$ cat src/rtl/seg7_pkg.sv
// Shared glyph constants and helpers for the seven-segment scanner.
// All patterns are active-low in {g,f,e,d,c,b,a} order.
package seg7_pkg;

  localparam logic [6:0] SEG_0     = 7'b1000000;
  localparam logic [6:0] SEG_1     = 7'b1111001;
  localparam logic [6:0] SEG_2     = 7'b0100100;
  localparam logic [6:0] SEG_3     = 7'b0110000;
  localparam logic [6:0] SEG_4     = 7'b0011001;
  localparam logic [6:0] SEG_5     = 7'b0010010;
  localparam logic [6:0] SEG_6     = 7'b0000010;
  localparam logic [6:0] SEG_7     = 7'b1111000;
  localparam logic [6:0] SEG_8     = 7'b0000000;
  localparam logic [6:0] SEG_9     = 7'b0010000;
  localparam logic [6:0] SEG_A     = 7'b0001000;
  localparam logic [6:0] SEG_B     = 7'b0000011;
  localparam logic [6:0] SEG_C     = 7'b1000110;
  localparam logic [6:0] SEG_D     = 7'b0100001;
  localparam logic [6:0] SEG_E     = 7'b0000110;
  localparam logic [6:0] SEG_F     = 7'b0001110;
  localparam logic [6:0] SEG_BLANK = 7'b1111111;

  // Width of a counter that spans 0..prescale-1.
  function automatic int cnt_width(input int prescale);
    return (prescale > 1) ? $clog2(prescale) : 1;
  endfunction

  function automatic logic [6:0] glyph(input logic [3:0] nib);
    logic [6:0] g;
    case (nib)
      4'h0:    g = SEG_0;
      4'h1:    g = SEG_1;
      4'h2:    g = SEG_2;
      4'h3:    g = SEG_3;
      4'h4:    g = SEG_4;
      4'h5:    g = SEG_5;
      4'h6:    g = SEG_6;
      4'h7:    g = SEG_7;
      4'h8:    g = SEG_8;
      4'h9:    g = SEG_9;
      4'hA:    g = SEG_A;
      4'hB:    g = SEG_B;
      4'hC:    g = SEG_C;
      4'hD:    g = SEG_D;
      4'hE:    g = SEG_E;
      default: g = SEG_F;
    endcase
    return g;
  endfunction

endpackage

$ cat src/rtl/seg7_decode.sv
// Combinational nibble-to-segment decoder with hex/decimal mode and forced blank.
module seg7_decode
  import seg7_pkg::*;
(
  input  logic [3:0] nibble,
  input  logic       hex_en,
  input  logic       blank,
  output logic [6:0] seg
);

  // NOTE: every combinational output gets a default before any branch, so no latch is inferred.
  always_comb begin
    seg = SEG_BLANK;
    if (!blank && (hex_en || (nibble < 4'd10))) begin
      seg = glyph(nibble);
    end
  end

endmodule

$ cat src/rtl/seven_segment_scanner.sv
// Time-multiplexed common-anode display driver: shadow registers, prescaler,
// digit index, leading-zero blanking and registered active-low pin outputs.
module seven_segment_scanner
  import seg7_pkg::*;
#(
  parameter int DIGITS   = 4,
  parameter int PRESCALE = 1000
) (
  input  logic                  clk,
  input  logic                  rst,
  input  logic                  load,
  input  logic [4*DIGITS-1:0]   value,
  input  logic [DIGITS-1:0]     dp_in,
  input  logic                  hex_en,
  input  logic                  lz_blank,
  output logic [6:0]            seg,
  output logic                  dp,
  output logic [DIGITS-1:0]     an,
  output logic                  frame_done
);

  localparam int              PW     = cnt_width(PRESCALE);
  localparam int              IW     = (DIGITS > 1) ? $clog2(DIGITS) : 1;
  localparam logic [PW-1:0]   P_LAST = PW'(PRESCALE - 1);
  localparam logic [IW-1:0]   I_LAST = IW'(DIGITS - 1);

  logic [4*DIGITS-1:0] val_q;
  logic [DIGITS-1:0]   dp_q;
  logic                hex_q;
  logic                lz_q;

  logic [PW-1:0]       pcnt;
  logic [IW-1:0]       idx;
  logic                tc;
  logic                frame_end;

  logic [DIGITS-1:0]   nib_zero;
  logic [DIGITS-1:0]   zero_from;
  logic [3:0]          cur_nib;
  logic                cur_dp;
  logic                cur_zero_from;
  logic                lz_hit;
  logic [DIGITS-1:0]   an_d;
  logic [6:0]          seg_d;

  // NOTE: the shadow is a few flops rather than a RAM, so it is reset to show a defined zero value.
  // NOTE: sequential state uses non-blocking assignments so every flop samples pre-edge values.
  always_ff @(posedge clk or posedge rst) begin
    if (rst) begin
      val_q <= '0;
      dp_q  <= '0;
      hex_q <= 1'b0;
      lz_q  <= 1'b0;
    end else if (load) begin
      val_q <= value;
      dp_q  <= dp_in;
      hex_q <= hex_en;
      lz_q  <= lz_blank;
    end
  end

  assign tc        = (pcnt == P_LAST);
  assign frame_end = tc && (idx == I_LAST);

  always_ff @(posedge clk or posedge rst) begin
    if (rst) begin
      pcnt <= '0;
    end else if (tc) begin
      pcnt <= '0;
    end else begin
      pcnt <= pcnt + PW'(1);
    end
  end

  always_ff @(posedge clk or posedge rst) begin
    if (rst) begin
      idx <= '0;
    end else if (tc) begin
      idx <= (idx == I_LAST) ? '0 : idx + IW'(1);
    end
  end

  // zero_from[i] is set when digit i and every digit above it are zero.
  always_comb begin
    nib_zero  = '0;
    zero_from = '0;
    for (int i = 0; i < DIGITS; i++) begin
      nib_zero[i] = (val_q[4*i +: 4] == 4'd0);
    end
    zero_from[DIGITS-1] = nib_zero[DIGITS-1];
    for (int i = DIGITS - 2; i >= 0; i--) begin
      zero_from[i] = nib_zero[i] && zero_from[i+1];
    end
  end

  always_comb begin
    cur_nib       = 4'd0;
    cur_dp        = 1'b0;
    cur_zero_from = 1'b0;
    an_d          = '1;
    for (int i = 0; i < DIGITS; i++) begin
      if (idx == IW'(i)) begin
        cur_nib       = val_q[4*i +: 4];
        cur_dp        = dp_q[i];
        cur_zero_from = zero_from[i];
        an_d[i]       = 1'b0;
      end
    end
  end

  // Digit 0 is never suppressed so an all-zero value still shows "0".
  assign lz_hit = lz_q && (idx != '0) && cur_zero_from;

  seg7_decode u_decode (
    .nibble (cur_nib),
    .hex_en (hex_q),
    .blank  (lz_hit),
    .seg    (seg_d)
  );

  always_ff @(posedge clk or posedge rst) begin
    if (rst) begin
      seg        <= SEG_BLANK;
      dp         <= 1'b1;
      an         <= '1;
      frame_done <= 1'b0;
    end else begin
      seg        <= seg_d;
      dp         <= ~cur_dp;
      an         <= an_d;
      frame_done <= frame_end;
    end
  end

endmodule

$ cat config.mk
export PLATFORM = sky130hd
export DESIGN_NAME = seven_segment_scanner
export DESIGN_NICKNAME = d
export VERILOG_FILES = /design/src/rtl/seg7_pkg.sv /design/src/rtl/seg7_decode.sv /design/src/rtl/seven_segment_scanner.sv
export SDC_FILE = /design/constraint.sdc
export NUM_CORES = 1
export LEC_CHECK = 0
export CAP_MARGIN = 20
export CORE_AREA = 2 2 102 55
export DETAILED_ROUTE_END_ITERATION = 8
export DIE_AREA = 0 0 104 57
export PLACE_DENSITY = 0.76
export SYNTH_ARGS = -nofsm -noshare
export SYNTH_HDL_FRONTEND = slang
export SYNTH_SLANG_ARGS = --single-unit
$ cat constraint.sdc
create_clock -name clk -period 1.84 [get_ports clk]
set_input_delay 0.368 -clock clk [delete_from_list [all_inputs] [get_ports clk]]
set_output_delay 0.368 -clock clk [all_outputs]
set_load 0.05 [all_outputs]
==> metrics, run 1 <==
outcome finished with violations; violated checks negative setup slack; Die Y approximately 57 um; post-synth net total 243; largest net degree at the start of global routing 48; Flop pwr share between 50% and 60%; Layout area overhead 31.7%; post-synth top area share 37.7%; Min Clock Period, post-route 2.05 ns; Root Buffer clkbuf_8; Yosys reg bits 47; DP HPWL 3.72 mm; via count 1714; Pre-Repair DR Iteration Count 5; PwrDens approximately 770 nW/um^2; switching pwr 678 uW; startpoint types flip-flop; final core occ 59.7%; max-cap violations 0; P_int about 1700 uW; Setup Crit Path Kind reg -> reg; die footprint ~6000 sq um; max-slew violations 0; CP endpoint kind flip-flop; Worst path max stage delay 0.44 ns; fmax 0.488 GHz; Clock Skews 0.00705 ns; Syn Area/Cell 11.2 sq um; # setup viols final 7; Via density 5.10; Reg2Reg Depth 9; GR Util All Layers between 10% and 20%; post-route ant nets 0; layout cells sized above 1 35.7%; Rows 19; Worst EP arrival 2.26 ns; CP Cell Sequence inv_2 -> ha_4 -> nand3b_1 -> a221o_2 -> inv_2 -> ha_1 -> nand2_1 -> a21boi_0 -> o21ai_1; required time of the critical path 2.05 ns; clk_lat worst skew 0.31 ns; Initial Utilization 45.3%; Crit path depth 9; leak pwr 0.00131 uW; first-pass GRT wire length 8.29 mm; Yosys cell types 47; initial drt markers 121; area leader, netlist dfrtp_1; Final nets 298; Gate Count Post-Synth 207; CTS tree yes; CP max-delay cell dfrtp_1; WL/cell 15.4 um; ANT cells 0; number of remaining DRC errors 0; share of total power in combinational logic between 20% and 30%; worst rel slew slack 73.4%; Core Region 5130 sq um; Ports 38; drt total wl 5.18 mm; filler cell count approximately 430; CP Max Fanout 7; Tightest Pin Transition ~0.4 ns; initial antenna violation count 0; Buffers & Inverters on Critical Path 2; Most common cell on crit path inv_2; CP delay by family, top compound AO/OA/AOI/OAI gates; GP Congestion 0.892; hold_buf cts 0; Cell Area, Synth 2330 sq um; overall power 2350 uW; RSZ-0062 raised after global routing true; Synth Warn # 0; worst vdd ir 0.000433 V; Sw Ratio slightly below 30%; Remaining Overflow, GRT 0; number of global-route vias before repair 1522; sequential fraction of the synthesis area between 50% and 60%; Final Cycle Share 111%; Clk pin slew, worst setup/hold paths 0.08 ns; setup ws final -0.211 ns; pre-CTS setup slack -0.301 ns; Max clock buf depth 2; Sink Count 47; synth top area cells dfrtp_1 (38%), dfstp_2 (14%), mux2_2 (9.7%), ha_1 (5.9%), nor2_1 (2.9%); Final Hold Fails 0; Hold Path Class in -> async; Die W ~100 um; # port buffers 37; H-tree Lvls 2; power share of the clock group 27.4%; TritonCTS Buffers 5
[kinds of logic after synthesis]
logic type | share of synthesized area, %
buffers and inverters | 4.20
adder cells (fa/ha/maj) | 5.92
AND/OR/NAND/NOR | 14.1
multiplexers | 10.5
flip-flops | 51.2
XOR/XNOR | 2.64
AO/OA/AOI/OAI | 11.4
[layout make-up]
class                   instances  area [sq um]  area share [%]
clock buffers                   7          86.3            2.82
clock inverters                 1          5.00           0.163
inverters                      12          45.0            1.47
multi-input cells             139          1130            36.9
flip-flops and latches         47          1190            38.9
well taps                      73          91.3            2.98
repair buffers                 57           513            16.7
[what timing repair did]
action                                  in CTS  in global routing
gates resized for setup                      7                  9
endpoints found under the setup margin       7                  9
pin swaps                                    2                  3
buffers inserted                             1                  1
gates cloned                                 0                  0
[final timing paths]
path | start | slack (ns) | end
worst min register to register | dp_q[3] | 0.42 | dp
min in group clk | dp_q[3] | 0.42 | dp
worst max-delay path | idx[1] | -0.21 | seg[4]
worst min-delay path | rst | 0.40 | dp_q[0]
worst max register to register | idx[1] | -0.21 | seg[4]
max in group asynchronous | rst | 1.16 | seg[6]
[registers in the layout (all words and copies together) (netlist names)]
signal / cells
seg: 7
frame_done: 1
an: 4
pcnt: 10
val_q: 16
hex_q: 1
dp_q: 4
dp: 1
lz_q: 1
idx: 2
[cell usage after synthesis (all sizes together)]
cell type and number:
nand4b 1, mux2 20, mux2i 2, xnor2 4, a21o 1, inv 12
o221ai 1, ha 11, a21oi 7, dfstp 12, and3 1, a21boi 2
nor2 18, and3b 2, buf 5, a31oi 1, dfrtp 35, o211ai 3
a311oi 1, nor3b 2, a32oi 2, nor3 2, o21ba 1, nand3 8
nor4 3, a221o 2, nor2b 2, nand3b 2, xor2 3, and2 1
a211o 2, or3b 2, o211a 1, and4b 1, or4 2, a211oi 4
nand2b 2, o21ai 8, nand2 13, clkbuf 4, or3 1
[metrics by stage]
| step | TNS (ns) | hold WS (ns) | cell area [sq um] | std cells |
|---|---|---|---|---|
| finish | -1.25 | 0.399 | 3060 | 336 |
| global route | -2.02 | 0.433 | 3060 | 336 |
| CTS | -1.04 | 0.414 | 3000 | 335 |
| detailed placement | -1.39 | 0.415 | 2890 | 326 |
| global placement | -1.01 | 0.396 | 2890 | 326 |
| floorplan | -0.228 | 0.384 | 2350 | 207 |
[tightest hold or removal path: stages]
cell	delay, ns
clkdlybuf4s50_1	0.40
clkinv_1	0.08
buf_12	0.24
[layer usage]
layer | track usage [%] | vias to the layer above | share of wire, %
met1 | 30.7 | 807 | 56
met3 | 6.40 | 7 | 8.3
met4 | 6.95 | 0 | 1.0
met2 | 21.1 | 64 | 35
li1 | - | 836 | -
met5 | 0 | - | 0
[power groups by stage]
stage	Clock (uW)	Sequential (uW)	Combinational, uW
2_1_floorplan	0	1310	202
3_3_place_gp	0	1200	492
3_5_place_dp	0	1200	497
4_1_cts	672	1180	509
5_1_grt	725	1190	556
6_report	642	1180	521
[layout by cell type, fill, tap and decap left out, types with 2 or more instances in the layout]
| cell | n |
|---|---|
| mux2_2 | 20 |
| o21ai_1 | 3 |
| mux2i_1 | 2 |
| xor2_1 | 3 |
| o21ai_0 | 5 |
| nor2_1 | 18 |
| dfrtp_1 | 34 |
| nand2b_1 | 2 |
| a211o_1 | 2 |
| nand3b_1 | 2 |
| ha_1 | 4 |
| nand2_1 | 13 |
| ha_2 | 2 |
| or4_1 | 2 |
| xnor2_1 | 4 |
| and3b_1 | 2 |
| a21oi_1 | 6 |
| inv_2 | 4 |
| nand3_1 | 8 |
| nor3b_1 | 2 |
| buf_12 | 2 |
| nor2b_1 | 2 |
| dfstp_2 | 12 |
| clkbuf_8 | 6 |
| o211ai_1 | 2 |
| clkdlybuf4s50_1 | 24 |
| nor3_1 | 2 |
| a211oi_1 | 3 |
| ha_4 | 5 |
| buf_4 | 31 |
| a32oi_1 | 2 |
| nor4_1 | 3 |
| inv_1 | 7 |
No activity file was read; power rests on OpenSTA's default activity.
==> run 2: changes to the inputs <==
==> constraint.sdc (replaced) <==
create_clock -name clk -period 1.84 [get_ports clk]
set_input_delay 0.368 -clock clk [delete_from_list [all_inputs] [get_ports clk]]
set_output_delay 0.368 -clock clk [all_outputs]
set_load 0.02 [all_outputs]
==> metrics, run 2 (same netlist as run 1, synthesis figures left out) <==
CP max-delay cell dfrtp_2; drt total wl 5.52 mm (+6.6%); DP HPWL 3.89 mm (+4.6%); Buffers & Inverters on Critical Path 1 (-1); startpoint types flip-flop; CP delay by family, top compound AO/OA/AOI/OAI gates; most common cell after layout, fill and taps aside clkdlybuf4s50_1; registers with the most flip-flops val_q x16, pcnt x10, seg x7; FF/Latch Area 1190 sq um (unchanged); # setup viols final 7 (unchanged); Most common cell on crit path ha_4; max reg flops 16 (unchanged); leak pwr 0.00133 uW (+1.8%); filler cell count 410 (-5.1%); overall power 2370 uW (+0.75%); Tightest Pin Transition 0.478 ns (+0.0805 ns); post-route ant nets 0 (unchanged); Die W 104 um (unchanged); layout cells sized above 1 37.4% (+1.6 points); Min Clock Period, post-route 2.06 ns (+0.00429 ns); max-cap violations 0 (unchanged); Via density 5.29 (+3.8%); worst vdd ir 0.000318 V (-27%); first-pass GRT wire length 9.07 mm (+9.3%); number of remaining DRC errors 0 (unchanged); CP endpoint kind flip-flop; final core occ 62.9% (+3.2 points); GP Congestion 0.909 (+2.0%); Final nets 300 (+0.67%); CP Cell Sequence ha_4 -> nand3b_1 -> a221o_2 -> inv_4 -> ha_4 -> nand2_2 -> a21boi_2 -> a32oi_1; Worst EP arrival 2.28 ns (+0.02 ns); CP Max Fanout 7 (unchanged); outcome finished with violations; Clock Skews 0.00609 ns (-0.000969 ns); max-slew violations 0 (unchanged); via count 1789 (+4.4%); RSZ-0062 raised after global routing true; Biggest register val_q; # port buffers 37 (unchanged); TritonCTS Buffers 5 (unchanged); Initial Utilization 45.3% (unchanged); ANT cells 0 (unchanged); fmax 0.487 GHz (-0.21%); die footprint 5930 sq um (unchanged); Remaining Overflow, GRT 0 (unchanged); Layout area overhead 38.8%; initial antenna violation count 0 (unchanged); Die Y 57 um (unchanged); Multi-input gate area 1230 sq um (+8.5%); Sink Count 47 (unchanged); number of global-route vias before repair 1722 (+13%); Max clock buf depth 2 (unchanged); initial drt markers 121 (unchanged); WL/cell 16.3 um (+5.9%); Pre-Repair DR Iteration Count 4 (-1); clk_lat worst skew 0.30 ns (about the same); hold_buf cts 0 (unchanged); Setup Crit Path Kind reg -> reg; Clk pin slew, worst setup/hold paths 0.09 ns (about the same); Final Cycle Share 112% (+0.23 points); CTS tree yes; PwrDens 732 nW/um^2 (-4.4%); required time of the critical path 2.06 ns (about the same); Rows 19 (unchanged); Core Region 5130 sq um (unchanged); setup ws final -0.215 ns (-0.00429 ns); Root Buffer clkbuf_8; Worst path max stage delay 0.48 ns (+0.04 ns); largest net degree at the start of global routing 48 (unchanged); H-tree Lvls 2 (unchanged); Ports 38 (unchanged); worst rel slew slack 68.0% (-5.4 points); commonest non-fill, non-tap cells in the layout clkdlybuf4s50_1 (37), dfrtp_1 (34), mux2_2 (20); Hold Path Class in -> async; violated checks negative setup slack; Final Hold Fails 0 (unchanged); GR Util All Layers 19.8% (+1.2 points)
run 2: changes by cell type in the layout (fill, tap and decap cells not counted), sizes merged:
cell,before,now
clkdlybuf4s50,24,37
clkbuf,7,8
buf,33,22
clkinv,2,1
run 2: power by group:
| part | internal [uW] | leakage (uW) | total [uW] | switching (uW) |
|---|---|---|---|---|
| Clock | 343 | 0.0000515 | 678 | 335 |
| Sequential | 1130 | 0.000550 | 1190 | 51.8 |
| Combinational | 263 | 0.000729 | 501 | 238 |
| Total | 1740 | 0.00133 | 2370 | 625 |
run 2: path summary, 6_finish.rpt:
path / slack (ns) / to / start / cells after the start
max: -0.22 / seg[3] / idx[0] / 8
min: 0.41 / lz_q / rst / 3
max reg2reg: -0.22 / seg[3] / idx[0] / 8
min reg2reg: 0.42 / dp / dp_q[3] / 1
max in group asynchronous: 1.16 / seg[2] / rst / 3
min in group clk: 0.42 / dp / dp_q[3] / 1
run 2: metrics by stage:
step,cell area [sq um],setup WS (ns),std cells,setup TNS (ns),hold WS [ns]
after floorplan,2350,-0.106,207,-0.228,0.384
after global routing,3230,-0.301,338,-1.68,0.424
after CTS,3130,-0.143,337,-0.821,0.419
after detailed placement,2900,-0.250,324,-1.18,0.408
final,3230,-0.215,338,-1.02,0.415
after global placement,2900,-0.231,324,-0.832,0.396
run 2: what timing repair did:
item                       4_1_cts  5_1_grt
pin swaps                        8        8
resized for setup               20       20
setup endpoints to repair        7       12
gates cloned                     0        0
buffers inserted                 5        1
hold endpoints to repair         0        0
run 2: final cells by class:
type / count / area share [%]
multi-input combinational: 139 / 38.0
sequential: 47 / 36.9
inverter: 12 / 1.55
clock buffer: 8 / 3.10
timing repair buffer: 59 / 17.6
tap: 73 / 2.83
run 2: worst reg2reg max path: stages (launching register included):
cell and delay (ns):
dfrtp_2 0.48, ha_4 0.21, nand3b_1 0.16, a221o_2 0.47
inv_4 0.12, ha_4 0.14, nand2_2 0.04, a21boi_2 0.16
a32oi_1 0.19
run 2: per-layer routing:
layer	GRT usage, %	up-vias	part of all wire (%)
met5	0	-	0
met4	4.83	0	0.27
met3	5.94	3	7.4
met2	26.3	71	40
met1	31.3	866	52
li1	-	849	-
